## src/rtl/ts_pkg.sv

```systemverilog
// Shared constants and state encoding for the MPEG-2 TS sync recovery stage.
package ts_pkg;

  localparam logic [7:0] TS_SYNC_BYTE = 8'h47;
  localparam int         TS_LEN_188   = 188;
  localparam int         TS_LEN_204   = 204;

  typedef logic [1:0] ts_state_t;

  localparam ts_state_t HUNT     = 2'd0;
  localparam ts_state_t VERIFY   = 2'd1;
  localparam ts_state_t LOCKED   = 2'd2;
  localparam ts_state_t FLYWHEEL = 2'd3;

endpackage

```

## src/rtl/ts_sync_lock_if.sv

```systemverilog
// Byte-stream bus into the sync recovery stage and its aligned, annotated output.
interface ts_sync_lock_if #(
  parameter int LOSS_CNT_W = 16
);
  logic [7:0]            byte_in;
  logic                  byte_valid;
  logic                  pkt_len_sel;
  logic [7:0]            byte_out;
  logic                  valid;
  logic                  sync;
  logic                  locked;
  logic                  sync_loss;
  logic [LOSS_CNT_W-1:0] loss_cnt;

  modport master (
    output byte_in, byte_valid, pkt_len_sel,
    input  byte_out, valid, sync, locked, sync_loss, loss_cnt
  );

  modport slave (
    input  byte_in, byte_valid, pkt_len_sel,
    output byte_out, valid, sync, locked, sync_loss, loss_cnt
  );
endinterface

```

## src/rtl/ts_pos_counter.sv

```systemverilog
// Packet position counter: wraps from len-1 to 0, can be forced to 1 on a new candidate.
module ts_pos_counter #(
  parameter int W = 8
) (
  input  logic         clk,
  input  logic         rst,
  input  logic [W-1:0] len,
  input  logic         adv,
  input  logic         load1,
  output logic [W-1:0] pos
);

  always_ff @(posedge clk) begin
    // NOTE: sequential state is always assigned with <= so every register samples pre-edge values.
    if (!rst) begin
      pos <= '0;
    end else if (load1) begin
      pos <= W'(1);
    end else if (adv) begin
      pos <= (pos == len - W'(1)) ? '0 : pos + W'(1);
    end
  end

endmodule

```

## src/rtl/ts_sync_lock.sv

```systemverilog
// TS sync hunter/verifier with flywheel lock holding and a saturating lock-loss counter.
module ts_sync_lock
  import ts_pkg::*;
#(
  parameter logic [7:0] SYNC_BYTE  = TS_SYNC_BYTE,
  parameter int         PKT_LEN_A  = TS_LEN_188,
  parameter int         PKT_LEN_B  = TS_LEN_204,
  parameter int         LOCK_CNT   = 5,
  parameter int         UNLOCK_CNT = 3,
  parameter int         LOSS_CNT_W = 16
) (
  input  logic           clk,
  input  logic           rst,
  ts_sync_lock_if.slave  bus
);

  localparam int         POS_W    = $clog2((PKT_LEN_A > PKT_LEN_B) ? PKT_LEN_A : PKT_LEN_B);
  localparam logic [3:0] LOCK_N   = 4'(LOCK_CNT);
  localparam logic [3:0] UNLOCK_N = 4'(UNLOCK_CNT);

  ts_state_t        state_q, state_d;
  logic [3:0]       hits_q, hits_d;
  logic [3:0]       miss_q, miss_d;
  logic [POS_W-1:0] len_q, len_d;
  logic [POS_W-1:0] pos;
  logic             adv, load1;
  logic             sync_d, loss_d, locked_d;

  logic [7:0]            byte_out_q;
  logic                  valid_q, sync_q, locked_q, sync_loss_q;
  logic [LOSS_CNT_W-1:0] loss_cnt_q;

  logic is_sync, at0;
  assign is_sync = (bus.byte_in == SYNC_BYTE);
  assign at0     = (pos == '0);

  ts_pos_counter #(.W(POS_W)) u_pos (
    .clk   (clk),
    .rst   (rst),
    .len   (len_q),
    .adv   (adv),
    .load1 (load1),
    .pos   (pos)
  );

  always_comb begin
    // NOTE: every signal driven here gets a default first, so no path can infer a latch.
    state_d  = state_q;
    hits_d   = hits_q;
    miss_d   = miss_q;
    len_d    = len_q;
    adv      = 1'b0;
    load1    = 1'b0;
    sync_d   = 1'b0;
    loss_d   = 1'b0;
    locked_d = locked_q;

    if (bus.byte_valid) begin
      case (state_q)
        HUNT: begin
          if (is_sync) begin
            state_d = VERIFY;
            hits_d  = 4'd1;
            load1   = 1'b1;
            len_d   = bus.pkt_len_sel ? POS_W'(PKT_LEN_B) : POS_W'(PKT_LEN_A);
          end
        end
        VERIFY: begin
          adv = 1'b1;
          if (at0) begin
            if (!is_sync) begin
              state_d = HUNT;
            end else if (hits_q + 4'd1 == LOCK_N) begin
              state_d = LOCKED;
              miss_d  = '0;
              sync_d  = 1'b1;
            end else begin
              hits_d = hits_q + 4'd1;
            end
          end
        end
        LOCKED: begin
          adv = 1'b1;
          if (at0) begin
            sync_d = 1'b1;
            if (is_sync) begin
              miss_d = '0;
            end else if (UNLOCK_N == 4'd1) begin
              state_d = HUNT;
              sync_d  = 1'b0;
              loss_d  = 1'b1;
            end else begin
              state_d = FLYWHEEL;
              miss_d  = 4'd1;
            end
          end
        end
        FLYWHEEL: begin
          adv = 1'b1;
          if (at0) begin
            if (is_sync) begin
              state_d = LOCKED;
              miss_d  = '0;
              sync_d  = 1'b1;
            end else if (miss_q + 4'd1 < UNLOCK_N) begin
              miss_d = miss_q + 4'd1;
              sync_d = 1'b1;
            end else begin
              state_d = HUNT;
              loss_d  = 1'b1;
            end
          end
        end
        default: state_d = HUNT;
      endcase
      locked_d = (state_d == LOCKED) || (state_d == FLYWHEEL);
    end
  end

  always_ff @(posedge clk) begin
    if (!rst) begin
      state_q     <= HUNT;
      hits_q      <= '0;
      miss_q      <= '0;
      len_q       <= '0;
      byte_out_q  <= '0;
      valid_q     <= 1'b0;
      sync_q      <= 1'b0;
      locked_q    <= 1'b0;
      sync_loss_q <= 1'b0;
      loss_cnt_q  <= '0;
    end else begin
      state_q     <= state_d;
      hits_q      <= hits_d;
      miss_q      <= miss_d;
      len_q       <= len_d;
      byte_out_q  <= bus.byte_valid ? bus.byte_in : 8'h00;
      valid_q     <= bus.byte_valid;
      sync_q      <= sync_d;
      locked_q    <= locked_d;
      sync_loss_q <= loss_d;
      if (loss_d && (loss_cnt_q != '1)) begin
        loss_cnt_q <= loss_cnt_q + LOSS_CNT_W'(1);
      end
    end
  end

  assign bus.byte_out  = byte_out_q;
  assign bus.valid     = valid_q;
  assign bus.sync      = sync_q;
  assign bus.locked    = locked_q;
  assign bus.sync_loss = sync_loss_q;
  assign bus.loss_cnt  = loss_cnt_q;

endmodule

```

## src/flat_wrapper.sv

```systemverilog
// flat-port wrapper written by rule: the top's interface ports become plain ports
module ts_sync_lock_flat import ts_pkg::*;
#(
  parameter logic [7:0] SYNC_BYTE  = TS_SYNC_BYTE,
  parameter int         PKT_LEN_A  = TS_LEN_188,
  parameter int         PKT_LEN_B  = TS_LEN_204,
  parameter int         LOCK_CNT   = 5,
  parameter int         UNLOCK_CNT = 3,
  parameter int         LOSS_CNT_W = 16
)
  (clk, rst, bus_byte_in, bus_byte_valid, bus_pkt_len_sel, bus_byte_out, bus_valid, bus_sync, bus_locked, bus_sync_loss, bus_loss_cnt);
  ts_sync_lock_if #(.LOSS_CNT_W(LOSS_CNT_W)) bus_i ();
  input  logic clk;
  input  logic rst;
  input wire logic [$bits(bus_i.byte_in)-1:0] bus_byte_in;
  input wire logic [$bits(bus_i.byte_valid)-1:0] bus_byte_valid;
  input wire logic [$bits(bus_i.pkt_len_sel)-1:0] bus_pkt_len_sel;
  output wire logic [$bits(bus_i.byte_out)-1:0] bus_byte_out;
  output wire logic [$bits(bus_i.valid)-1:0] bus_valid;
  output wire logic [$bits(bus_i.sync)-1:0] bus_sync;
  output wire logic [$bits(bus_i.locked)-1:0] bus_locked;
  output wire logic [$bits(bus_i.sync_loss)-1:0] bus_sync_loss;
  output wire logic [$bits(bus_i.loss_cnt)-1:0] bus_loss_cnt;
  assign bus_i.byte_in = bus_byte_in;
  assign bus_i.byte_valid = bus_byte_valid;
  assign bus_i.pkt_len_sel = bus_pkt_len_sel;
  assign bus_byte_out = bus_i.byte_out;
  assign bus_valid = bus_i.valid;
  assign bus_sync = bus_i.sync;
  assign bus_locked = bus_i.locked;
  assign bus_sync_loss = bus_i.sync_loss;
  assign bus_loss_cnt = bus_i.loss_cnt;
  ts_sync_lock #(.SYNC_BYTE(SYNC_BYTE), .PKT_LEN_A(PKT_LEN_A), .PKT_LEN_B(PKT_LEN_B), .LOCK_CNT(LOCK_CNT), .UNLOCK_CNT(UNLOCK_CNT), .LOSS_CNT_W(LOSS_CNT_W)) u_core (.clk(clk), .rst(rst), .bus(bus_i));
endmodule
```

## config.mk

```make
export PLATFORM = sky130hd
export DESIGN_NAME = ts_sync_lock_flat
export DESIGN_NICKNAME = d
export VERILOG_FILES = /design/src/rtl/ts_pkg.sv /design/src/rtl/ts_sync_lock_if.sv /design/src/rtl/ts_pos_counter.sv /design/src/rtl/ts_sync_lock.sv /design/src/flat_wrapper.sv
export SDC_FILE = /design/constraint.sdc
export NUM_CORES = 1
export LEC_CHECK = 0
export ABC_AREA = 0
export CORE_UTILIZATION = 59
export DETAILED_ROUTE_END_ITERATION = 10
export DONT_BUFFER_PORTS = 1
export PLACE_DENSITY = 0.73
export SLEW_MARGIN = 0
export SYNTH_ARGS = -nofsm -noshare
export SYNTH_HDL_FRONTEND = slang
export SYNTH_HIERARCHICAL = 1
export SYNTH_SLANG_ARGS = --single-unit
export TNS_END_PERCENT = 1
```

## constraint.sdc

```tcl
create_clock -name clk -period 2.6 [get_ports clk]
set_input_delay 0.39 -clock clk [delete_from_list [all_inputs] [get_ports clk]]
set_output_delay 0.39 -clock clk [all_outputs]
set_load 0.005 [all_outputs]
```

==> results of run 1 <==
## worst register-to-register path: cells and delay by family, from the launching register on
kind | cells | cell delay [ns]
AOI/OAI and AO/OA | 1 | 0.39
adders and majority gates | 1 | 0.23
DFF | 1 | 0.42
muxes | 1 | 0.24
and+or+nand+nor | 3 | 0.96
## through the flow
stage | hold WS [ns] | instance area [µm²] | power [mW] | setup WS (ns)
2_1_floorplan | 0.466 | 2860 | 0.821 | 0.542
3_3_place_gp | 0.483 | 2910 | 0.821 | 0.382
3_5_place_dp | 0.485 | 2910 | 0.821 | 0.379
4_1_cts | 0.158 | 3000 | 1.29 | 0.342
5_1_grt | 0.151 | 3000 | 1.32 | 0.0971
6_report | 0.168 | 3000 | 1.27 | 0.275
## cell families (layout without fill, tap and decap cells)
kind of cell,count (synthesis),after routing,share of synthesized area (%)
other cells,1,5,0.132
compound gates,64,64,17.0
buf+inv,25,26,3.91
flops,49,49,34.4
simple gates,159,159,33.3
mux,10,10,3.52
xor+xnor,15,15,4.61
fa+ha+maj,7,7,3.08
## power breakdown
group / total [mW] / internal (mW) / leakage, nW / switching [mW]
logic: 0.0451 / 0.0188 / 0.589 / 0.0264
clock network: 0.464 / 0.196 / 0.0452 / 0.268
registers: 0.759 / 0.756 / 0.396 / 0.00313
total: 1.27 / 0.971 / 1.03 / 0.297
## metal layers
metal / vias up / wire length [µm] / global-route usage, %
met4: 0 / 20 / 5.23
met2: 71 / 2860 / 40.0
met1: 1160 / 2940 / 35.2
met3: 4 / 307 / 5.63
met5: - / 0 / 0
li1: 1237 / - / -
## sequential cells by signal, summed over array words and instances (netlist names)
name and flops:
u_core/bus.loss_cnt 16, u_core/bus.byte_out 8, u_core/u_pos/pos 8, u_core/hits_q 4, u_core/miss_q 4, u_core/len_q 3
u_core/state_q 2, u_core/bus.locked 1, u_core/bus.sync 1, u_core/bus.sync_loss 1, u_core/bus.valid 1
## cell usage after synthesis (3+ instances only)
| library cell | count | area [µm²] |
|---|---|---|
| nand3b_1 | 3 | 22.5 |
| o41ai_1 | 6 | 52.6 |
| mux2i_1 | 10 | 100 |
| nor4_1 | 3 | 18.8 |
| and4_1 | 4 | 35.0 |
| inv_1 | 10 | 37.5 |
| nor3_1 | 14 | 70.1 |
| nand2_1 | 28 | 105 |
| a31oi_1 | 4 | 25.0 |
| o21ai_0 | 11 | 55.1 |
| nand4b_1 | 3 | 26.3 |
| nor2_1 | 20 | 75.1 |
| xnor2_1 | 9 | 78.8 |
| xor2_1 | 6 | 52.6 |
| or4_1 | 3 | 22.5 |
| o31ai_1 | 4 | 30.0 |
| ha_1 | 7 | 87.6 |
| and3_1 | 11 | 68.8 |
| nor3b_1 | 4 | 30.0 |
| a21oi_1 | 13 | 65.1 |
| nand4_1 | 11 | 68.8 |
| or4b_1 | 4 | 40.0 |
| dfxtp_1 | 49 | 981 |
| nand3_1 | 14 | 70.1 |
| nand2b_1 | 12 | 75.1 |
| nor2b_1 | 3 | 18.8 |
| clkbuf_1 | 10 | 37.5 |
## final cells by class
class	instances	area share [%]
tap	52	2.17
inverter	11	1.37
clock buffer	5	2.29
sequential	49	32.7
clock inverter	3	0.833
timing repair buffer	7	1.75
multi-input combinational	260	58.9
## worst max path at each step
| stage | from | end | slack [ns] | cells past startpoint |
|---|---|---|---|---|
| finish | u_core/miss_q[1] | u_core/bus.loss_cnt[9] | 0.28 | 6 |
| global route | u_core/miss_q[1] | u_core/bus.loss_cnt[9] | 0.1 | 6 |
| CTS | u_core/miss_q[1] | u_core/bus.loss_cnt[9] | 0.34 | 6 |
| detailed placement | u_core/miss_q[1] | u_core/bus.loss_cnt[9] | 0.38 | 6 |
| global placement | u_core/miss_q[1] | u_core/bus.loss_cnt[9] | 0.38 | 6 |
| floorplan | bus_byte_in[5] | u_core/u_pos/pos[1] | 0.54 | 7 |
==> results.cfg, run 1 <==
[clock_network]
hold_buffers = 0
cts.sinks = 49
ctsResizeCount = 0
post_cts_buffers = 0
cts_tree = yes
cts_buffers = 5
clockRootBuffer = clkbuf_8
path_clk_slew_ns = 0.09
h-tree-depth = 2
clock_latency_ns = 0.30
clockBufferDepth = 2

[timing]
rsz0062_at_grt = false
max_slew_margin_pct = 60.1
final_max_slew_viol_count = 0
setup_viol = 0
fin_skew_ns = 0.00947
worst_pin_slew_ns = 0.595
period_minus_slack_ns = 2.32
max_freq_mhz = 430
tns_ns = 0
final_hold_viol_count = 0
post-route-period-util_pct = 89.4

[setup_path]
end_kind = flop
r2r_slack_ns = 0.28
critPathRequiredTime_ns = 2.82
reg2reg_depth = 6
cpMaxStageDelayCell = dfxtp_1
rr_endpoint = u_core/bus.loss_cnt[9]
path_cells = ha_1 -> and3b_1 -> a31oi_1 -> nand3_1 -> nor4_1 -> mux2i_1
crit_path_max_fanout = 7
crit_type = flop to flop
critPathBufInv = 0
slowest_delay_ns = 0.42
crit_path_start_kind = flop
rr_startpoint = u_core/miss_q[1]
cp.arrival_ns = 2.55
critPathTopFamily = simple AND/OR/NAND/NOR gates

[min_path]
hold_depth = 1
min-delay-start = bus_pkt_len_sel
holdPathEnd = u_core/len_q[5]
hp-class = primary input to flop

[finish]
antennaDiodeCount = 0
fillers = 372
final_common_cell = dfxtp_1
syn2layout_area_growth_pct = 5.49
multi_input_area_mm2 = 0.00177
drive_above_1_share_pct = 8.96
nets = 353
seqCellArea_um2 = 981
layout_common_cells = 49 x dfxtp_1, 28 x nand2_1, 20 x nor2_1
final_util_pct = 66.7
finalNonFillerCells = 387

[floorplanning]
initial_core_util_pct = 63.2
die_h_um = 71.5
ioPinCount = 40
rows = 24
dieArea_mm2 = 0.00511
die_w_um = 71.5
coreArea_mm2 = 0.00450

[power]
p_leak_nw = 1.03
irDropWorstVdd_mv = 0.302
p_per_area_mw_per_mm2 = 422

[synth]
synth_edf_count = 0
synthesis.area_mm2 = 0.00285
ys_seq_area_share_pct = 34.4
yosys_register_bits = 49
synthCells = 330
ys_warn_count = 6
ys_types = 68
synthFlopType = dfxtp_1
avgSynthCellArea_um2 = 8.63
synthArstFlopShare_pct = 0

[routing]
dr_total_vias = 2472
drtIter0Drc = 273
ant_nets = 0
wl_um = 6140
vias_per_cell = 6.39
wl_per_cell_um = 15.9
detail_route.first_pass.iterations = 5
drcViolationCount = 0

[global_routing]
grt_pass1_vias = 2204
grt_antenna_before_repair = 0
grt_pass1_wl_um = 10400
grt_max_degree = 36
track_usage_pct = 25.1
grt-ovfl-total = 0

[outcome]
status = finished, final reports clean

[job]
maxCapViolCount = 0

[placed_design]
dpl.hpwl_um = 4350
dpl.cell_count = 379
gp_routability_congestion = 0.881
io_buffers = 0
Note: power is estimated with default switching activity, not from simulation.
==> run 2, diff against run 1 <==
CORE_UTILIZATION = 24   (was 59)
PLACE_DENSITY = 0.35   (was 0.73)
==> run 2 against run 1 <==
Fmax rose by 3.9%. Non-clock buffer count increased by 3. Critical path depth rose by 1. Via count decreased by 0.73%. Largest power group unchanged.
==> results.cfg, run 2 (same netlist as run 1, synthesis figures left out) <==
[outcome]
status = finished, final reports clean

[routing]
detail_route.first_pass.iterations = 4
vias_per_cell = 5.10
drcViolationCount = 0
wl_per_cell_um = 16.4
drtIter0Drc = 163
wl_um = 7870
ant_nets = 0
dr_total_vias = 2454

[floorplanning]
coreArea_mm2 = 0.0115
die_h_um = 111
dieArea_mm2 = 0.0123
rows = 39
initial_core_util_pct = 24.8
ioPinCount = 40
die_w_um = 111

[setup_path]
rr_endpoint = u_core/bus.loss_cnt[13]
cp.arrival_ns = 2.45
r2r_slack_ns = 0.36
rr_startpoint = u_core/miss_q[0]
critPathRequiredTime_ns = 2.81
end_kind = flop
reg2reg_depth = 7
crit_path_max_fanout = 7
crit_type = flop to flop
crit_path_start_kind = flop

[clock_network]
cts.sinks = 49
clock_latency_ns = 0.28
path_clk_slew_ns = 0.07
clockRootBuffer = clkbuf_16
ctsResizeCount = 0
post_cts_buffers = 0
hold_buffers = 0
h-tree-depth = 2
cts_buffers = 5
cts_tree = yes
clockBufferDepth = 2

[power]
p_per_area_mw_per_mm2 = 451
irDropWorstVdd_mv = 0.294
fin_total_pwr_mw = 1.44
p_leak_nw = 1.07

[timing]
period_minus_slack_ns = 2.24
post-route-period-util_pct = 86.1
final_max_slew_viol_count = 0
max_freq_mhz = 447
setup_viol = 0
final_hold_viol_count = 0
fin_hold_ws_ns = 0.190
rsz0062_at_grt = false
fin_skew_ns = 0.00606
worst_pin_slew_ns = 0.538
max_slew_margin_pct = 63.9
tns_ns = 0

[global_routing]
grt_pass1_vias = 2482
grt_max_degree = 36
grt_antenna_before_repair = 0
track_usage_pct = 13.0
grt_pass1_wl_um = 13000
grt-ovfl-total = 0

[min_path]
hold_depth = 1
holdPathEnd = u_core/len_q[5]
min-delay-start = bus_pkt_len_sel
hp-class = primary input to flop

[finish]
nets = 356
antennaDiodeCount = 0
layout_common_cells = 49 x dfxtp_1, 28 x nand2_1, 20 x nor2_1
finalNonFillerCells = 481
final_common_cell = dfxtp_1
fillers = 1219
drive_above_1_share_pct = 9.47
largest_register_ffs = 16
multi_input_area_mm2 = 0.00177
syn2layout_area_growth_pct = 11.9
seqCellArea_um2 = 981

[placed_design]
gp_routability_congestion = 0.752
dpl.hpwl_um = 5880
io_buffers = 0
dpl.cell_count = 473

[job]
maxCapViolCount = 0
==> run 2: changes by cell type in the layout (fill, tap and decap cells not counted) <==
cell | before | now
clkinv_2 | 0 | 2
clkbuf_8 | 5 | 0
clkbuf_16 | 0 | 5
buf_4 | 7 | 10
clkinvlp_4 | 1 | 0
clkbuf_1 | 0 | 1
inv_6 | 2 | 0
==> run 2: worst max path at each step <==
stage | startpoint | to | slack, ns | cells past startpoint
floorplan | bus_byte_in[5] | u_core/u_pos/pos[1] | 0.54 | 7
global placement | u_core/miss_q[1] | u_core/bus.loss_cnt[9] | 0.40 | 6
detailed placement | u_core/miss_q[0] | u_core/bus.loss_cnt[9] | 0.37 | 7
CTS | u_core/miss_q[0] | u_core/bus.loss_cnt[9] | 0.36 | 7
global route | u_core/miss_q[0] | u_core/bus.loss_cnt[9] | 0.17 | 7
finish | u_core/miss_q[0] | u_core/bus.loss_cnt[13] | 0.36 | 7
==> run 2: metal layers <==
layer  wire length [µm]  vias to the layer above  share of wire [%]  GRT usage [%]
li1                   -                     1245                  -              -
met1               3850                     1178                 49           16.9
met2               3820                       29                 48           21.9
met3                167                        2                2.1           2.35
met4                 42                        0               0.53           3.47
met5                  0                        -                  0              0
==> run 2: stage by stage <==
step / util [%] / setup WS [ns] / cell area [µm²]
global route: 27.8 / 0.173 / 3190
global placement: 26.6 / 0.395 / 3050
CTS: 27.8 / 0.356 / 3190
finish: 27.8 / 0.362 / 3190
detailed placement: 26.6 / 0.371 / 3050
floorplan: - / 0.542 / 2860
==> run 2: power by group <==
part	internal [mW]	leakage [nW]	total [mW]	switching [mW]
sequential	0.756	0.396	0.760	0.00377
combinational	0.0187	0.606	0.0463	0.0276
clock	0.354	0.0706	0.629	0.275
total	1.13	1.07	1.44	0.306
==> run 2: critical path, cell delays in order, from the launching register on <==
cell     delay [ns]
dfxtp_1        0.36
inv_1          0.07
ha_1           0.17
and3b_1        0.18
a31oi_1        0.39
nand3_1        0.37
nor4_1         0.42
mux2i_1        0.22
==> run 2: area by class of cell <==
class | instances | area share, %
sequential | 49 | 30.8
tap | 143 | 5.62
clock buffer | 6 | 4.05
timing repair buffer | 10 | 2.36
multi-input combinational | 260 | 55.6
clock inverter | 2 | 0.314
inverter | 11 | 1.30
